File: src/rtl/cond_pkg.sv
// Shared encodings for the condition-evaluation block: condition codes and flag bit positions.
package cond_pkg;

  typedef enum logic [3:0] {
    COND_EQ = 4'h0,
    COND_NE = 4'h1,
    COND_CS = 4'h2,
    COND_CC = 4'h3,
    COND_MI = 4'h4,
    COND_PL = 4'h5,
    COND_VS = 4'h6,
    COND_VC = 4'h7,
    COND_HI = 4'h8,
    COND_LS = 4'h9,
    COND_GE = 4'hA,
    COND_LT = 4'hB,
    COND_GT = 4'hC,
    COND_LE = 4'hD,
    COND_AL = 4'hE,
    COND_NV = 4'hF
  } cond_t;

  localparam int unsigned FLAG_N = 3;
  localparam int unsigned FLAG_Z = 2;
  localparam int unsigned FLAG_C = 1;
  localparam int unsigned FLAG_V = 0;

  localparam int unsigned FlagWidth = 4;

  // Signed-compare helper: true when N and V agree (GE sense).
  function automatic logic flags_ge(input logic [FlagWidth-1:0] flags);
    return flags[FLAG_N] == flags[FLAG_V];
  endfunction

endpackage

File: src/rtl/cond_check.sv
// Pure combinational condition evaluator: decodes a 4-bit condition field against stored flags.
module cond_check
  import cond_pkg::*;
(
  input  logic [3:0] Cond,
  input  logic [3:0] Flags,
  output logic       CondEx
);

  logic w_n;
  logic w_z;
  logic w_c;
  logic w_v;
  logic w_ge;

  assign w_n  = Flags[FLAG_N];
  assign w_z  = Flags[FLAG_Z];
  assign w_c  = Flags[FLAG_C];
  assign w_v  = Flags[FLAG_V];
  assign w_ge = flags_ge(Flags);

  always_comb begin
    CondEx = 1'b0;
    case (cond_t'(Cond))
      COND_EQ: CondEx = w_z;
      COND_NE: CondEx = ~w_z;
      COND_CS: CondEx = w_c;
      COND_CC: CondEx = ~w_c;
      COND_MI: CondEx = w_n;
      COND_PL: CondEx = ~w_n;
      COND_VS: CondEx = w_v;
      COND_VC: CondEx = ~w_v;
      COND_HI: CondEx = w_c & ~w_z;
      COND_LS: CondEx = ~w_c | w_z;
      COND_GE: CondEx = w_ge;
      COND_LT: CondEx = ~w_ge;
      COND_GT: CondEx = ~w_z & w_ge;
      COND_LE: CondEx = w_z | ~w_ge;
      COND_AL: CondEx = 1'b1;
      COND_NV: CondEx = 1'b0;
      default: CondEx = 1'b0;
    endcase
  end

endmodule

File: src/rtl/cond_logic.sv
// Status-flag register, condition evaluation and write-strobe gating.
// Optional shadow flag register with save/restore enabled by COND_SHADOW_FLAGS_EN.
module cond_logic
  import cond_pkg::*;
(
  input  logic       clk,
  input  logic       rst_n,
  input  logic       en,
  input  logic [3:0] Cond,
  input  logic [3:0] ALUFlags,
  input  logic [1:0] FlagW,
  input  logic       PCS,
  input  logic       RegW,
  input  logic       MemW,
  input  logic       NoWrite,
`ifdef COND_SHADOW_FLAGS_EN
  input  logic       flag_save,
  input  logic       flag_restore,
`endif
  output logic       PCSrc,
  output logic       RegWrite,
  output logic       MemWrite,
  output logic       CondEx,
  output logic [3:0] Flags
);

  logic [3:0] r_flags;
  logic [3:0] w_flags_d;
  logic       w_cond_ex;
  logic       w_fire;
  logic       w_wr_nz;
  logic       w_wr_cv;

  cond_check u_cond_check (
    .Cond   (Cond),
    .Flags  (r_flags),
    .CondEx (w_cond_ex)
  );

  // en is the leading term so an unknown condition never reaches state while stalled.
  assign w_fire  = en & w_cond_ex;
  assign w_wr_nz = w_fire & FlagW[1];
  assign w_wr_cv = w_fire & FlagW[0];

`ifdef COND_SHADOW_FLAGS_EN
  logic [3:0] r_shadow;
  logic       w_save;
  logic       w_restore;

  assign w_save    = en & flag_save;
  assign w_restore = en & flag_restore;

  always_ff @(posedge clk or negedge rst_n) begin
    if (!rst_n) begin
      r_shadow <= 4'b0000;
    end else if (w_save) begin
      r_shadow <= r_flags;
    end
  end
`endif

  always_comb begin
    w_flags_d = r_flags;
    if (w_wr_nz) begin
      w_flags_d[FLAG_N] = ALUFlags[FLAG_N];
      w_flags_d[FLAG_Z] = ALUFlags[FLAG_Z];
    end
    if (w_wr_cv) begin
      w_flags_d[FLAG_C] = ALUFlags[FLAG_C];
      w_flags_d[FLAG_V] = ALUFlags[FLAG_V];
    end
`ifdef COND_SHADOW_FLAGS_EN
    // Restore wins over any ALU flag write in the same cycle.
    if (w_restore) begin
      w_flags_d = r_shadow;
    end
`endif
  end

  always_ff @(posedge clk or negedge rst_n) begin
    if (!rst_n) begin
      r_flags <= 4'b0000;
    end else begin
      r_flags <= w_flags_d;
    end
  end

  assign CondEx   = w_cond_ex;
  assign Flags    = r_flags;
  assign PCSrc    = w_fire & PCS;
  assign RegWrite = w_fire & RegW & ~NoWrite;
  assign MemWrite = w_fire & MemW;

endmodule

File: config.mk
export PLATFORM = sky130hd
export DESIGN_NAME = cond_logic
export DESIGN_NICKNAME = d
export VERILOG_FILES = /design/src/rtl/cond_pkg.sv /design/src/rtl/cond_check.sv /design/src/rtl/cond_logic.sv
export SDC_FILE = /design/constraint.sdc
export NUM_CORES = 1
export LEC_CHECK = 0
export CORE_MARGIN = 3
export CORE_UTILIZATION = 30
export CTS_BUF_LIST = sky130_fd_sc_hd__clkbuf_4 sky130_fd_sc_hd__clkbuf_8
export DETAILED_ROUTE_END_ITERATION = 12
export GPL_ROUTABILITY_DRIVEN = 0
export PLACE_DENSITY = 0.78
export SLEW_MARGIN = 20
export SYNTH_ARGS = -nofsm -noshare
export SYNTH_HDL_FRONTEND = slang
export SYNTH_SLANG_ARGS = --single-unit
File: constraint.sdc
create_clock -name clk -period 1.6 [get_ports clk]
set_clock_uncertainty 0.15 [all_clocks]
set_input_delay 0.24 -clock clk [delete_from_list [all_inputs] [get_ports clk]]
set_output_delay 0.24 -clock clk [all_outputs]
set_load 0.05 [all_outputs]
==> results.tsv, run 1 <==
stage	metric	value	unit
route	met1_length	584	um
route	top_layer_used	met4	
synthesis	syn_avg_cell_area	8.73	um^2
global_routing	grt_first_pass_wirelength	2.70	mm
power_and_ir_drop	p_leak	0.443	nW
place	portBuffers	24	
route	wl_per_cell	15.5	um
global_routing	grt_max_degree	11	
critical_path	r2r-start	Flags[0]$_DFFE_PN0P_	
critical_path	rr_endpoint	Flags[0]$_DFFE_PN0P_	
final_layout	largest_register_ffs	4	
floorplanning	io_pins	25	
timing	finalHoldViolations	0	
route	ant_nets	0	
final_layout	drive_gt1_frac	0.538	
global_routing	grt_pass1_vias	590	
timing	rsz0062_at_grt	true	
clock_tree	cts_tree	built	
global_routing	antenna_found_initial	0	
timing	slew_viol_final	0	
floorplanning	die_h	44.2	um
critical_path	required	1210	ps
floorplanning	start_util	0.327	
synthesis	syn_area	437	um^2
critical_path	cp.arrival	1840	ps
clock_tree	numClockSinks	4	
floorplanning	core_area	1330	um^2
synthesis	yosysSeqAreaShare	0.229	
timing	whs	51.8	ps
critical_path	crit_fanout	8	
timing	setup_viol	9	
place	dp_hpwl	1.16	mm
route	drc	0	
route	wl_met2	930	um
critical_path	critPathCapture	RegWrite	
route	drt_wl_total	1.67	mm
floorplanning	fp.dieArea	1950	um^2
route	vias_per_cell	5.19	
timing	period_needed	2230	ps
route	met3_length	82	um
synthesis	syn_inst	50	
place	numPlacedInstances	102	
clock_tree	path_clk_slew	40	ps
critical_path	worstSetupStartpoint	Flags[0]$_DFFE_PN0P_	
timing	worstMarginPinSlew	328	ps
critical_path	rrSetupSlack	-320	ps
final_layout	layout_commonest_cell	buf_4	
critical_path	path_class	register to output pin	
timing	max_freq	448	MHz
final_layout	nets	111	
critical_path	cp-end-kind	output pin	
clock_tree	cts.path.max_buffers	2	
clock_tree	insertion_delay	240	ps
route	initialDrtViolationCount	8	
final_layout	instances_no_fill	108	
clock_tree	numCtsBuffers	3	
run_status	violations	setup timing	
final_layout	syn_to_final_growth	135	%
route	firstDrtPassIters	4	
job	maxCapViolCount	0	
timing	fin_crit_sh	1.39	
floorplanning	die-width	44.2	um
synthesis	ys_ff_latch	4	
final_layout	layout_common_cells	buf_4 (16), clkdlybuf4s50_1 (13), buf_12 (8)	
final_layout	n_antenna_cell	0	
timing	slew-limit-headroom	0.782	
clock_tree	htree_levels	1	
critical_path	critPathLaunchType	register	
power_and_ir_drop	power_density	1650	nW/um^2
synthesis	yosysUniqueCellTypes	28	
synthesis	yosys_warnings	0	
floorplanning	std_cell_rows	13	
synthesis	syn_nets	67	
route	dr_total_vias	561	
timing	setup_slack	-631	ps
critical_path	rr_worst_depth	6	
run_status	outcome	finished with violations	
clock_tree	clockRootBuffer	clkbuf_4	
worst_hold_path	hold_path_class	primary input to asynchronous set/reset pin	
global_routing	track_usage	0.195	
power_and_ir_drop	irDropWorstVdd	1150	uV
clock_tree	cts.hold.buffers_added	0	
global_routing	globalRouteOverflowTotal	0	
## stage by stage
stage	TNS (ps)	setup WS, ps	area (um^2)	util	total power, mW
finish	-3660	-631	1030	0.770	1.70
global route	-4340	-709	1030	0.770	1.79
detailed placement	-6430	-884	907	0.680	1.38
CTS	-3520	-611	981	0.735	1.61
global placement	-6100	-810	907	0.680	1.35
floorplan	-3560	-651	469	-	0.766
## cells in the mapped netlist (all sizes together)
master | count | area share
nor4bb | 1 | 0.023
or2b | 1 | 0.017
dfrtp | 4 | 0.23
a31oi | 1 | 0.014
a211o | 1 | 0.020
nor3 | 2 | 0.023
mux2i | 1 | 0.023
buf | 3 | 0.049
o311a | 1 | 0.023
nor2 | 2 | 0.017
xnor2 | 4 | 0.080
mux2 | 4 | 0.10
nand2 | 5 | 0.043
o21ai | 2 | 0.023
o2111ai | 2 | 0.069
and3 | 2 | 0.029
a211oi | 1 | 0.017
and3b | 2 | 0.040
nor4 | 1 | 0.014
inv | 4 | 0.034
or3 | 1 | 0.014
nand3 | 3 | 0.057
nor4b | 1 | 0.020
nand3b | 1 | 0.017
## worst max-delay path, stage by stage (launching register included)
cell	delay, ps
dfrtp_2	450
nand3b_1	180
a211o_1	340
o2111ai_4	120
nand3_4	150
nor3_4	190
buf_12	160
## timing repair
action	CTS	global route
gates cloned	0	0
endpoints found under the setup margin	8	8
pin swaps	5	2
resized for setup	10	8
buffers inserted	2	2
endpoints found under the hold margin	0	0
## cell families (layout without fill, tap and decap cells)
| kind of cell | count (synthesis) | after routing | share of synthesized area |
|---|---|---|---|
| and+or+nand+nor | 22 | 22 | 0.315 |
| xor gates and xnor gates | 4 | 4 | 0.0802 |
| DFF | 4 | 4 | 0.229 |
| muxes | 5 | 5 | 0.126 |
| buffers and inverters | 7 | 50 | 0.0831 |
| AOI/OAI and AO/OA | 8 | 8 | 0.166 |
## worst min-delay path by stage
stage	cells after the start	startpoint	endpoint	slack [ps]
detailed placement	1	rst_n	Flags[1]$_DFFE_PN0P_	310
global route	1	rst_n	Flags[2]$_DFFE_PN0P_	40
CTS	1	rst_n	Flags[2]$_DFFE_PN0P_	50
floorplan	0	rst_n	Flags[0]$_DFFE_PN0P_	-210
finish	1	rst_n	Flags[2]$_DFFE_PN0P_	50
global placement	1	rst_n	Flags[1]$_DFFE_PN0P_	300
## power by group
group | internal, mW | switching [mW] | leakage [nW]
Sequential | 0.160 | 0.0908 | 0.0438
Clock | 0.111 | 0.0448 | 0.0184
Combinational | 0.695 | 0.595 | 0.381
## metal layers
layer  vias to the layer above  track usage
li1                        268            -
met1                       262        0.198
met2                        23        0.360
met3                         8       0.0325
met4                         0        0.127
met5                         -            0
## final cells by class
| cell class | count | area [um^2] |
|---|---|---|
| sequential | 4 | 104 |
| timing repair buffer | 42 | 455 |
| tap | 15 | 18.8 |
| multi-input combinational | 39 | 404 |
| fill | 97 | 307 |
| inverter | 4 | 15.0 |
| clock buffer | 4 | 30.0 |
Note: power is estimated with default switching activity, not from simulation.
==> run 2: changes to the inputs <==
--- a/config.mk
+++ b/config.mk
@@ -5,9 +5,11 @@
 export SDC_FILE = /design/constraint.sdc
 export NUM_CORES = 1
 export LEC_CHECK = 0
+export ABC_AREA = 1
 export CORE_MARGIN = 3
 export CORE_UTILIZATION = 30
-export CTS_BUF_LIST = sky130_fd_sc_hd__clkbuf_4 sky130_fd_sc_hd__clkbuf_8
+export CTS_BUF_LIST = sky130_fd_sc_hd__clkbuf_4
+export CTS_CLUSTER_DIAMETER = 150
 export DETAILED_ROUTE_END_ITERATION = 12
 export GPL_ROUTABILITY_DRIVEN = 0
 export PLACE_DENSITY = 0.78
==> results.tsv, run 2 <==
stage	metric	value	unit	change
critical_path	rr_endpoint	Flags[3]$_DFFE_PN0P_		
final_layout	drive_gt1_frac	0.486		-0.0511
synthesis	syn_inst	71		+42%
route	ant_nets	0		unchanged
critical_path	cp.arrival	1630	ps	-210 ps
final_layout	nets	130		+17%
run_status	violations	setup timing		
timing	setup_slack	-420	ps	+211 ps
final_layout	layout_commonest_cell	nand2_1		
timing	slew_viol_final	0		unchanged
timing	fin_crit_sh	1.26		-0.132
clock_tree	numCtsBuffers	3		unchanged
clock_tree	numClockSinks	4		unchanged
final_layout	instances_no_fill	126		+17%
timing	setup_viol	8		-1
route	firstDrtPassIters	4		unchanged
critical_path	r2r-start	Flags[3]$_DFFE_PN0P_		
timing	period_needed	2020	ps	-211 ps
place	dp_hpwl	1.20	mm	+3.5%
clock_tree	cts_tree	built		
synthesis	syn_nets	88		+31%
route	drt_wl_total	1.42	mm	-15%
critical_path	required	1210	ps	about the same
route	dr_total_vias	607		+8.2%
floorplanning	start_util	0.326		-0.000938
clock_tree	path_clk_slew	40	ps	about the same
final_layout	layout_common_cells	nand2_1 (18), buf_4 (14), clkdlybuf4s50_1 (12)		
critical_path	path_class	register to output pin		
final_layout	syn_to_final_growth	119	%	
floorplanning	die_h	44.1	um	-0.12%
synthesis	yosys_warnings	0		unchanged
clock_tree	cts.hold.buffers_added	0		unchanged
timing	max_freq	495	MHz	+10%
synthesis	ys_ff_latch	4		unchanged
final_layout	fill_cells	112		+15%
global_routing	grt_max_degree	7		-4
critical_path	critPathLaunchType	register		
place	portBuffers	24		unchanged
final_layout	multi_input_area	353	um^2	-13%
job	maxCapViolCount	0		unchanged
critical_path	cp-end-kind	output pin		
synthesis	syn_area	435	um^2	-0.29%
route	wl_per_cell	11.3	um	-27%
power_and_ir_drop	p_leak	0.460	nW	+3.9%
floorplanning	fp.dieArea	1940	um^2	-0.25%
critical_path	cpMaxStageDelayCell	dfrtp_2		
power_and_ir_drop	power_density	1580	nW/um^2	-4.2%
global_routing	globalRouteOverflowTotal	0		unchanged
synthesis	yosysSeqAreaShare	0.230		+0.000659
route	initialDrtViolationCount	9		+1
critical_path	path_depth	12		+6
critical_path	critPathMaxStageDelay	420	ps	-30 ps
clock_tree	clockRootBuffer	clkbuf_4		
global_routing	grt_first_pass_wirelength	2.53	mm	-6.4%
synthesis	yosysMostFrequentCell	nand2_1		
critical_path	crit_path_cell_trace	inv_2, nand2_2, nand2_2, nand3_2, nand2_2, nand2_2, nand3_2, nand2_2, nand3_4, nand3_2, nor2_4, buf_12		
route	drc	0		unchanged
route	vias_per_cell	4.82		-7.3%
timing	slew-limit-headroom	0.844		+0.0625
final_layout	n_antenna_cell	0		unchanged
critical_path	crit_buf_inv	2		+1
power_and_ir_drop	irDropWorstVdd	1240	uV	+7.9%
timing	worstMarginPinSlew	234	ps	-93.8 ps
floorplanning	core_area	1330	um^2	unchanged
clock_tree	cts.path.max_buffers	2		unchanged
timing	fin_tns_setup	-2180	ps	+1480 ps
critical_path	crit_family	simple AND/OR/NAND/NOR gates		
synthesis	synth_edf_count	0		unchanged
synthesis	syn_avg_cell_area	6.13	um^2	-30%
worst_hold_path	hold_path_class	primary input to asynchronous set/reset pin		
place	numPlacedInstances	121		+19%
synthesis	synth_top_area_cell	dfrtp_1		
global_routing	grt_pass1_vias	617		+4.6%
synthesis	ys.flop_type	dfrtp_1		
timing	whs	60.4	ps	+8.60 ps
run_status	outcome	finished with violations		
critical_path	crit_fanout	4		-4
clock_tree	htree_levels	1		unchanged
final_layout	postLayoutCellArea	953	um^2	-7.2%
synthesis	async_flop_share	1.00		unchanged
synthesis	synth_common_cells	nand2_1 (22), inv_1 (10), nand3_1 (8)		
critical_path	cpMostUsedCell	nand2_2		
synthesis	yosysUniqueCellTypes	15		-46%
global_routing	antenna_found_initial	0		unchanged
critical_path	rr_worst_depth	11		+5
floorplanning	die-width	44.1	um	-0.12%
floorplanning	std_cell_rows	13		unchanged
global_routing	track_usage	0.175		-0.0196
synthesis	synthTopCellsByArea	dfrtp_1 (23%), nand2_1 (19%), nand3_1 (9.2%)		
place	postPlaceCellArea	902	um^2	-0.55%
critical_path	rrSetupSlack	-240	ps	+80 ps
timing	rsz0062_at_grt	true		
floorplanning	io_pins	25		unchanged
power_and_ir_drop	power.total	1.51	mW	-11%
timing	finalHoldViolations	0		unchanged
synthesis	synth_top_area_share	0.230		+0.000659
final_layout	largest_register_ffs	4		unchanged
final_layout	ff_latch_area	105	um^2	+1.2%
clock_tree	insertion_delay	240	ps	about the same
run 2: cell count changes after synthesis, moves of 4 or more:
cell,before,now
nand2_1,5,22
nand2_2,0,4
inv_1,3,10
xnor2_1,4,0
mux2_1,4,0
nand4_1,0,4
nor2_1,2,7
nand3_1,1,8
run 2: cells by family (layout without fill, tap and decap cells):
| group | count (synthesis) | in the layout | synth area share |
|---|---|---|---|
| and+or+nand+nor | 50 | 50 | 0.592 |
| AOI/OAI and AO/OA | 6 | 6 | 0.0804 |
| buffers and inverters | 11 | 51 | 0.0977 |
| DFF | 4 | 4 | 0.230 |
run 2: cell type report:
type / instances / share of cell area
multi-input combinational: 56 / 0.370
inverter: 10 / 0.0394
clock buffer: 3 / 0.0236
timing repair buffer: 38 / 0.437
tap: 15 / 0.0197
sequential: 4 / 0.110
run 2: routing by layer:
layer / wire length, um / track usage
met1: 552 / 0.182
met2: 690 / 0.297
met3: 157 / 0.0691
met4: 21 / 0.102
met5: 0 / 0
run 2: worst max-delay path by stage:
stage,startpoint,end,slack [ps]
after detailed placement,Cond[0],RegWrite,-670
final,Flags[3]$_DFFE_PN0P_,RegWrite,-420
after global routing,Flags[3]$_DFFE_PN0P_,RegWrite,-530
after CTS,Flags[0]$_DFFE_PN0P_,RegWrite,-420
after floorplan,Flags[0]$_DFFE_PN0P_,RegWrite,-450
after global placement,Cond[0],RegWrite,-640
run 2: report_power, final:
group / switching, mW / internal (mW)
combinational: 0.619 / 0.550
clock: 0.0399 / 0.0838
sequential: 0.0562 / 0.158
total: 0.715 / 0.792
run 2: repair_timing:
item                       in CTS  in global routing
resized for setup               9                  6
gates cloned                    0                  0
setup endpoints to repair       8                  8
pin swaps                       5                  2
buffers inserted                2                  0
run 2: metrics by stage:
stage                      util  setup slack [ps]
final                     0.715              -420
after detailed placement  0.676              -669
after global routing      0.715              -529
after CTS                 0.710              -423
after floorplan               -              -453
after global placement    0.676              -638
run 2: worst register-to-register path: stages (launching register included):
cell and delay, ps:
dfrtp_2 420, inv_2 90, o21ai_1 70, o211ai_1 100, nand3_1 150, nor2_4 130, nand3_4 110, buf_4 150
buf_4 120, buf_4 130, nand4_1 60, nand2_1 50
